===== src/rtl/br_amba_apb_timing_slice_fsm.sv =====
// APB4 timing slice: registers every signal between an upstream APB manager
// and a downstream APB target, with an optional access timeout.
//
// Ports:
//   clk, rst                 clock, synchronous active-high reset
//   p*_in  (upstream side)   paddr, psel, penable, pprot, pstrb, pwrite, pwdata
//   prdata_out, pready_out,  upstream response, one-cycle pready_out pulse
//   pslverr_out
//   p*_out (downstream side) registered request toward the target
//   prdata_in, pready_in,    downstream response
//   pslverr_in
//   timeout_out              one-cycle pulse when an access is aborted
package br_amba;
    localparam int ApbProtWidth = 3;
endpackage

module br_amba_apb_timing_slice_fsm #(
    parameter int AddrWidth     = 12,
    parameter int DataWidth     = 32,
    parameter int TimeoutCycles = 0,
    localparam int StrbWidth    = DataWidth / 8
) (
    input  logic                            clk,
    input  logic                            rst,
    input  logic [AddrWidth-1:0]            paddr_in,
    input  logic                            psel_in,
    input  logic                            penable_in,
    input  logic [br_amba::ApbProtWidth-1:0] pprot_in,
    input  logic [StrbWidth-1:0]            pstrb_in,
    input  logic                            pwrite_in,
    input  logic [DataWidth-1:0]            pwdata_in,
    output logic [DataWidth-1:0]            prdata_out,
    output logic                            pready_out,
    output logic                            pslverr_out,
    output logic [AddrWidth-1:0]            paddr_out,
    output logic                            psel_out,
    output logic                            penable_out,
    output logic [br_amba::ApbProtWidth-1:0] pprot_out,
    output logic [StrbWidth-1:0]            pstrb_out,
    output logic                            pwrite_out,
    output logic [DataWidth-1:0]            pwdata_out,
    input  logic [DataWidth-1:0]            prdata_in,
    input  logic                            pready_in,
    input  logic                            pslverr_in,
    output logic                            timeout_out
);

    localparam logic [1:0] StIdle   = 2'd0;
    localparam logic [1:0] StSetup  = 2'd1;
    localparam logic [1:0] StAccess = 2'd2;
    localparam logic [1:0] StResp   = 2'd3;

    // Counter keeps a 1-bit width when the timeout is disabled so that
    // the declaration stays legal; it is then never compared as true.
    localparam int CntWidth =
        (TimeoutCycles > 0) ? $clog2(TimeoutCycles + 1) : 1;
    localparam int TimeoutLast =
        (TimeoutCycles > 0) ? TimeoutCycles - 1 : 0;

    if (AddrWidth < 12) begin : g_bad_addr
        $error("AddrWidth must be >= 12");
    end
    if (DataWidth != 8 && DataWidth != 16 && DataWidth != 32) begin : g_bad_data
        $error("DataWidth must be 8, 16 or 32");
    end

    logic [1:0]          state;
    logic [CntWidth-1:0] wait_cnt;
    logic                timeout_hit;

    // wait_cnt holds the number of already-elapsed waited ACCESS cycles, so
    // the current cycle is the last allowed one when it equals TimeoutLast.
    // A ready in that same cycle still completes normally.
    assign timeout_hit = (TimeoutCycles > 0) && !pready_in &&
                         (wait_cnt == CntWidth'(TimeoutLast));

    always_ff @(posedge clk) begin
        if (rst) begin
            state       <= StIdle;
            wait_cnt    <= '0;
            paddr_out   <= '0;
            psel_out    <= 1'b0;
            penable_out <= 1'b0;
            pprot_out   <= '0;
            pstrb_out   <= '0;
            pwrite_out  <= 1'b0;
            pwdata_out  <= '0;
            prdata_out  <= '0;
            pready_out  <= 1'b0;
            pslverr_out <= 1'b0;
            timeout_out <= 1'b0;
        end else begin
            timeout_out <= 1'b0;
            unique case (state)
                StIdle: begin
                    if (psel_in) begin
                        paddr_out  <= paddr_in;
                        pprot_out  <= pprot_in;
                        pstrb_out  <= pstrb_in;
                        pwrite_out <= pwrite_in;
                        pwdata_out <= pwdata_in;
                        psel_out   <= 1'b1;
                        wait_cnt   <= '0;
                        state      <= StSetup;
                    end
                end
                StSetup: begin
                    penable_out <= 1'b1;
                    state       <= StAccess;
                end
                StAccess: begin
                    if (pready_in) begin
                        psel_out    <= 1'b0;
                        penable_out <= 1'b0;
                        pslverr_out <= pslverr_in;
                        if (!pwrite_out) begin
                            prdata_out <= prdata_in;
                        end
                        pready_out  <= 1'b1;
                        state       <= StResp;
                    end else if (timeout_hit) begin
                        // Abandon the hung target and report an error upstream.
                        psel_out    <= 1'b0;
                        penable_out <= 1'b0;
                        pslverr_out <= 1'b1;
                        prdata_out  <= '0;
                        pready_out  <= 1'b1;
                        timeout_out <= 1'b1;
                        state       <= StResp;
                    end else begin
                        wait_cnt <= wait_cnt + CntWidth'(1);
                    end
                end
                StResp: begin
                    pready_out  <= 1'b0;
                    pslverr_out <= 1'b0;
                    state       <= StIdle;
                end
                default: begin
                    state <= StIdle;
                end
            endcase
        end
    end

    a_penable_needs_psel: assert property (
        @(posedge clk) disable iff (rst)
        penable_in |-> psel_in
    );

    a_psel_held: assert property (
        @(posedge clk) disable iff (rst)
        (psel_in && !pready_out) |=> psel_in
    );

    a_inputs_stable: assert property (
        @(posedge clk) disable iff (rst)
        (psel_in && !pready_out) |=>
        (!psel_in || $stable({paddr_in, pprot_in, pstrb_in, pwrite_in, pwdata_in}))
    );

endmodule

===== config.mk =====
export PLATFORM = sky130hd
export DESIGN_NAME = br_amba_apb_timing_slice_fsm
export DESIGN_NICKNAME = d
export VERILOG_FILES = /design/src/rtl/br_amba_apb_timing_slice_fsm.sv
export SDC_FILE = /design/constraint.sdc
export NUM_CORES = 1
export LEC_CHECK = 0
export CORE_ASPECT_RATIO = 0.8
export CORE_MARGIN = 1
export CORE_UTILIZATION = 40
export DETAILED_ROUTE_END_ITERATION = 16
export MAX_ROUTING_LAYER = met4
export PLACE_DENSITY = 0.81
export SLEW_MARGIN = 0
export SYNTH_ARGS = -nofsm -noshare
export SYNTH_HDL_FRONTEND = slang
export SYNTH_SLANG_ARGS = --single-unit
export TNS_END_PERCENT = 50

===== constraint.sdc =====
create_clock -name clk -period 1.86 [get_ports clk]
set_input_delay 0.186 -clock clk [delete_from_list [all_inputs] [get_ports clk]]
set_output_delay 0.186 -clock clk [all_outputs]
set_load 0.02 [all_outputs]

==> results of run 1 <==
==> critical path, cell delays in order (launching register included) <==
cell and delay [ns]:
dfxtp_1 0.37, inv_1 0.11, ha_1 0.30, nand3b_1 0.12
buf_4 0.34, nand2_1 0.13, a21oi_2 0.15
==> routing by layer <==
layer	vias up	part of all wire [%]	GRT usage [%]
li1	1638	-	-
met1	1500	43	23.1
met2	120	48	34.9
met3	9	7.7	6.84
met4	0	0.88	5.93
met5	-	0	-
==> worst min-delay path by stage <==
stage | from | endpoint
finish | rst | prdata_out[0]
global placement | pwdata_out[8] | pwdata_out[8]
global route | rst | prdata_out[2]
floorplan | prdata_in[0] | prdata_out[0]
detailed placement | pwdata_out[18] | pwdata_out[18]
CTS | rst | prdata_out[0]
==> per-stage QoR <==
step | std cells | util (%) | area, µm² | power (mW) | setup slack, ns
6_report | 690 | 64.8 | 5480 | 6.16 | 0.267
5_1_grt | 690 | 64.8 | 5480 | 6.52 | 0.126
4_1_cts | 690 | 64.8 | 5480 | 6.23 | 0.263
3_5_place_dp | 674 | 62.3 | 5270 | 4.84 | 0.254
3_3_place_gp | 674 | 62.3 | 5270 | 4.75 | 0.334
2_1_floorplan | 409 | - | 3470 | 3.81 | 0.413
==> cell type report <==
class	count	area [µm²]
multi-input cells	285	1460
repair buffers	183	1850
flip-flops and latches	90	1800
well taps	112	140
fillers	709	2970
clock buffers	11	151
clock inverters	5	60.1
inverters	4	15.0
==> where the power goes <==
group          leakage (nW)  internal (mW)  switching [mW]
Sequential            0.734           2.25           0.171
Combinational          1.09           1.08            1.28
Clock                 0.106          0.702           0.677
Total                  1.93           4.03            2.13
==> cell usage in the layout, fill, tap and decap left out <==
cell / Yosys / routed
ha_1: 6 / 6
nor2b_1: 2 / 2
nand2_1: 149 / 148
nand4_1: 1 / 1
o31ai_1: 2 / 2
o21bai_1: 1 / 1
dfxtp_1: 90 / 90
nor2_1: 4 / 4
a21oi_1: 57 / 57
conb_1: 1 / 1
o21ai_0: 3 / 3
and2_2: 0 / 1
nand2_2: 20 / 21
buf_4: 2 / 5
and3b_1: 1 / 1
nand3_1: 1 / 1
a21oi_2: 30 / 30
clkinv_2: 0 / 1
or4b_1: 1 / 1
or4_1: 1 / 1
clkbuf_8: 1 / 11
a211oi_1: 1 / 1
inv_6: 0 / 2
and2b_2: 1 / 1
mux2_2: 1 / 1
inv_1: 4 / 4
bufinv_16: 0 / 1
buf_12: 2 / 3
clkinvlp_4: 0 / 1
nand3b_1: 1 / 1
clkdlybuf4s50_1: 0 / 175
==> state kept, by name (all words and copies together) (netlist names) <==
register / flops
prdata_out: 32
pwdata_out: 32
paddr_out: 12
pstrb_out: 4
pprot_out: 3
state: 2
penable_out: 1
pready_out: 1
psel_out: 1
pslverr_out: 1
pwrite_out: 1
==> kinds of logic (layout without fill, tap and decap cells) <==
logic type,Yosys count,count (layout)
buf+inv,34,203
fa+ha+maj,6,6
compound gates,94,94
mux,1,1
flops,90,90
other cells,1,1
simple gates,183,183
==> metrics.txt, run 1 <==
Layout area overhead=57.6%; WL/cell=13.2 µm; PortBufs=around 180; worst hold path cell count=2; setup tns final=0 ns; vias per cell=4.73; static leakage power=roughly 1.9 nW; Synth Area per Inst=8.50 µm²; Total GRT Usage=20.6%; Worst setup SP type=flip-flop; Syn. warnings=0; R2R setup slack=0.27 ns; TritonCTS clock tree=yes; fraction of layout cells with a size suffix above 1=between 10% and 20%; largest family of logic cells by synthesized area=simple AND/OR/NAND/NOR gates; Top FF cell, synth=dfxtp_1; first-pass GRT wire length=around 14000 µm; CP endpoint=prdata_out[31]; Compound-Gate Fraction of Synth Area=between 15 and 20%; cell with the most instances after synthesis=nand2_1; Horiz. Die Dim=around 110 µm; crit path kind=reg -> reg; synth top area cells=dfxtp_1 (52%), nand2_1 (16%), a21oi_1 (8.2%); CTS HTree Levels=3; Reg clk slew, reported paths=0.09 ns; Arr. time, crit path=about 1.9 ns; Crit. End Element=flip-flop; post-CTS setup buffers=0; period utilization=85.6%; setup violators final=0; CTS Sinks=90; n_diodes=0; clk buf depth=2; DRC violation count after routing=0; DR iter-0 viols=90; PwrDens=approximately 1100 nW/µm²; Slew Limit Fails=0; die height=about 85 µm; post-synthesis mux area share=0.324%; top cell type by total area after synthesis=dfxtp_1; total CTS buffers=9; hold_ws=around 0.26 ns; Min Clock Period, post-route=1.59 ns; fmax=628 MHz; Final ANT Viol Nets=0; synthesized cell area=3470 µm²; Post-Synth Simple-Gate Area=about 22%; Peak VDD IR=0.557 mV; post-CTS sizing=0; fraction of registers with async set/reset=0%; num ports=~180; status=finished, final reports clean; Hold Vio Cnt, Final=0; initial antenna violation count=0; vias in the first global route=3148; synth cell count leaders=nand2_1 (149), dfxtp_1 (90), a21oi_1 (57); post-synthesis sequential area ratio=51.9%; xor and xnor area share after synthesis=0%; Synth Area in Adders=around 2.2%; gpl congestion=approximately 0.76; Final #Nets=roughly 670; global route overflow=0; die area=between 9000 and 10000 µm²; Yosys cell types=30; Post-Syn Instances=approximately 400; pin count of the biggest net entering global routing=53; Synth top area share=roughly half; Via Count=around 3.3k; RSZ-0062 raised after global routing=false; Worst R2R End=prdata_out[31]; CP required=2.14 ns; register bit total from synthesis=90; worst-path maximum fanout=32; Post-synth EDFFs=0; detailed placement HPWL=~6400 µm; # hold bufs at CTS=0; Clock Latency Late Sink=roughly 0.34 ns; First-pass DRT Iterations=6; worst hold-check path type=in -> reg; Worst Skew=0.0114 ns; Total Wirelength=a little over 9000 µm; core area=8450 µm²; R2R depth=6; crit path from=state[0]; Rows=30; Synthesized Nets=slightly above 500; initial core utilization=41.1%; reg2reg start=state[0]; number of max-cap violations=0; CTS root buf=clkbuf_8
(Power assumes the default switching activity.)
==> inputs of run 2 (changes only) <==
SLEW_MARGIN = 5   (was 0)
==> results of run 2 <==
The final DEF is identical to that of run 1; final timing and power are the same.
==> RTL edit, RTL diff (settings of run 2) <==
Make the reset (`rst`) asynchronous in one clocked block. Comments in the files are not updated.
--- a/src/rtl/br_amba_apb_timing_slice_fsm.sv
+++ b/src/rtl/br_amba_apb_timing_slice_fsm.sv
@@ -76,3 +76,3 @@
 
-    always_ff @(posedge clk) begin
+    always_ff @(posedge clk or posedge rst) begin
         if (rst) begin
Function: differs if rst is asserted again (counterexample within 4 cycles, from zero or initial values and one cycle with rst high); with rst held inactive, the same outputs for 10 cycles.
==> RTL edit against run 2 <==
Critical endpoint is now prdata_out[1]$_DFFE_PP0P_. Synthesized area up 5.3%. Wire length down 9.6%. Die area up 5.2%. Final area up 7.4%. Sequential cell count unchanged. Worst setup slack worse by 0.080 ns. Count of clock-buffer cells in the layout down 1.
Power is not compared: it rests on default switching activity, and its combinational part moved more than twofold at a synthesized area within 25%.
==> RTL edit: results (changes against run 2) <==
<table>
<tr><th>Metric</th><th>Value</th></tr>
<tr><th colspan="2">GRT</th></tr>
<tr><td>Via count of the first global-routing pass</td><td>2590 (was 3148)</td></tr>
<tr><td>Maximum number of pins on one net before global-route repair</td><td>36 (was 53)</td></tr>
<tr><td>Wire length of the first global-routing pass</td><td>12700 um (was 14400 um)</td></tr>
<tr><td>Aggregate global-route resource usage</td><td>18.6% (was 20.6%)</td></tr>
<tr><th colspan="2">Critical path</th></tr>
<tr><td>Max Fanout on Critical Path</td><td>18 (was 32)</td></tr>
<tr><td>Critical Path Slowest Stage Cell</td><td>sky130_fd_sc_hd__dfrtp_1 (was sky130_fd_sc_hd__dfxtp_1)</td></tr>
<tr><td>Delay of the slowest cell on the worst path</td><td>0.40 ns (was 0.37 ns)</td></tr>
<tr><th colspan="2">Run status</th></tr>
<tr><td>Outcome</td><td>finished clean (unchanged)</td></tr>
<tr><th colspan="2">Placement</th></tr>
<tr><td>Global placer's final weighted congestion</td><td>0.734 (was 0.760)</td></tr>
<tr><td>Instance area at placement</td><td>5600 sq um (was 5270 sq um)</td></tr>
<tr><th colspan="2">Synth</th></tr>
<tr><td>Mean post-synth cell area</td><td>17.0 sq um (was 8.50 sq um)</td></tr>
<tr><td>Nets in the synthesized netlist</td><td>311 (was 505)</td></tr>
<tr><td>Largest cells by area after synthesis</td><td>sky130_fd_sc_hd__dfrtp_1 (62%), sky130_fd_sc_hd__mux2_2 (17%), sky130_fd_sc_hd__mux2_4 (12%) (was sky130_fd_sc_hd__dfxtp_1 (52%), sky130_fd_sc_hd__nand2_1 (16%), sky130_fd_sc_hd__a21oi_1 (8.2%))</td></tr>
<tr><td>Sequential area share after synthesis</td><td>61.5% (was 51.9%)</td></tr>
<tr><td>Async SR Flop Fraction</td><td>100% (was 0%)</td></tr>
<tr><th colspan="2">Drt</th></tr>
<tr><td>Average wire per cell in the routed design</td><td>15.9 um (was 13.2 um)</td></tr>
<tr><td>Wire length reported by the detailed router</td><td>8260 um (was 9140 um)</td></tr>
<tr><td>First-pass iteration count of the detailed router</td><td>4 (was 6)</td></tr>
<tr><th colspan="2">Layout</th></tr>
<tr><td>Final-stage net count</td><td>498 (was 669)</td></tr>
<tr><th colspan="2">Clock tree</th></tr>
<tr><td>CTS Root Cell</td><td>sky130_fd_sc_hd__clkbuf_16 (was sky130_fd_sc_hd__clkbuf_8)</td></tr>
</table>
==> RTL edit: changes by cell type after synthesis, moves of 3 or more <==
cell,before,now
sky130_fd_sc_hd__nand2_1,149,2
sky130_fd_sc_hd__dfrtp_1,0,90
sky130_fd_sc_hd__dfxtp_1,90,0
sky130_fd_sc_hd__a21oi_1,57,1
sky130_fd_sc_hd__mux2_2,1,55
sky130_fd_sc_hd__a21oi_2,30,0
sky130_fd_sc_hd__mux2_4,0,30
sky130_fd_sc_hd__nand2_2,20,1
sky130_fd_sc_hd__buf_2,11,0
sky130_fd_sc_hd__clkbuf_1,11,0
sky130_fd_sc_hd__buf_6,2,8
sky130_fd_sc_hd__mux2i_1,0,3
sky130_fd_sc_hd__nor2_1,4,1
==> RTL edit: logic make-up after synthesis <==
family,synth area share [%]
multiplexers,30.1
flip-flops,61.5
adder cells (fa/ha/maj),2.05
AO/OA/AOI/OAI,1.30
AND/OR/NAND/NOR,1.47
buffers and inverters,3.49
other,0.102
==> RTL edit: cell type report <==
| cell class | count | area (sq um) |
|---|---|---|
| Clock buffer | 10 | 229 |
| Clock inverter | 5 | 56.3 |
| Fill cell | 622 | 2790 |
| Inverter | 6 | 26.3 |
| Multi-Input combinational cell | 109 | 1280 |
| Sequential cell | 90 | 2250 |
| Tap cell | 112 | 140 |
| Timing Repair Buffer | 186 | 1900 |
==> RTL edit: metal layers <==
metal	GRT usage [%]	vias up	share of wire, %
met4	6.63	0	1.4
li1	-	1123	-
met3	7.89	9	11
met1	22.3	1170	42
met2	28.1	130	46
met5	-	-	0
==> RTL edit: power by group <==
group | switching, mW | leakage (nW) | total [mW] | internal, mW
logic | 2.39 | 1.41 | 5.51 | 3.12
registers | 0.546 | 1.07 | 3.52 | 2.97
clock network | 0.708 | 0.138 | 1.74 | 1.03
==> RTL edit: final timing paths <==
kind | slack [ns] | depth (start not counted) | endpoint | start
max | 0.19 | 5 | prdata_out[1]$_DFFE_PP0P_ | state[0]$_DFFE_PP0P_
min | 0.18 | 2 | pwdata_out[14]$_DFFE_PP0P_ | rst
max reg2reg | 0.19 | 5 | prdata_out[1]$_DFFE_PP0P_ | state[0]$_DFFE_PP0P_
min reg2reg | 0.50 | 1 | pprot_out[2]$_DFFE_PP0P_ | pprot_out[2]$_DFFE_PP0P_
max in group asynchronous | 1.15 | 3 | paddr_out[7]$_DFFE_PP0P_ | rst
min in group clk | 0.43 | 3 | pslverr_out$_DFFE_PP0P_ | pslverr_in
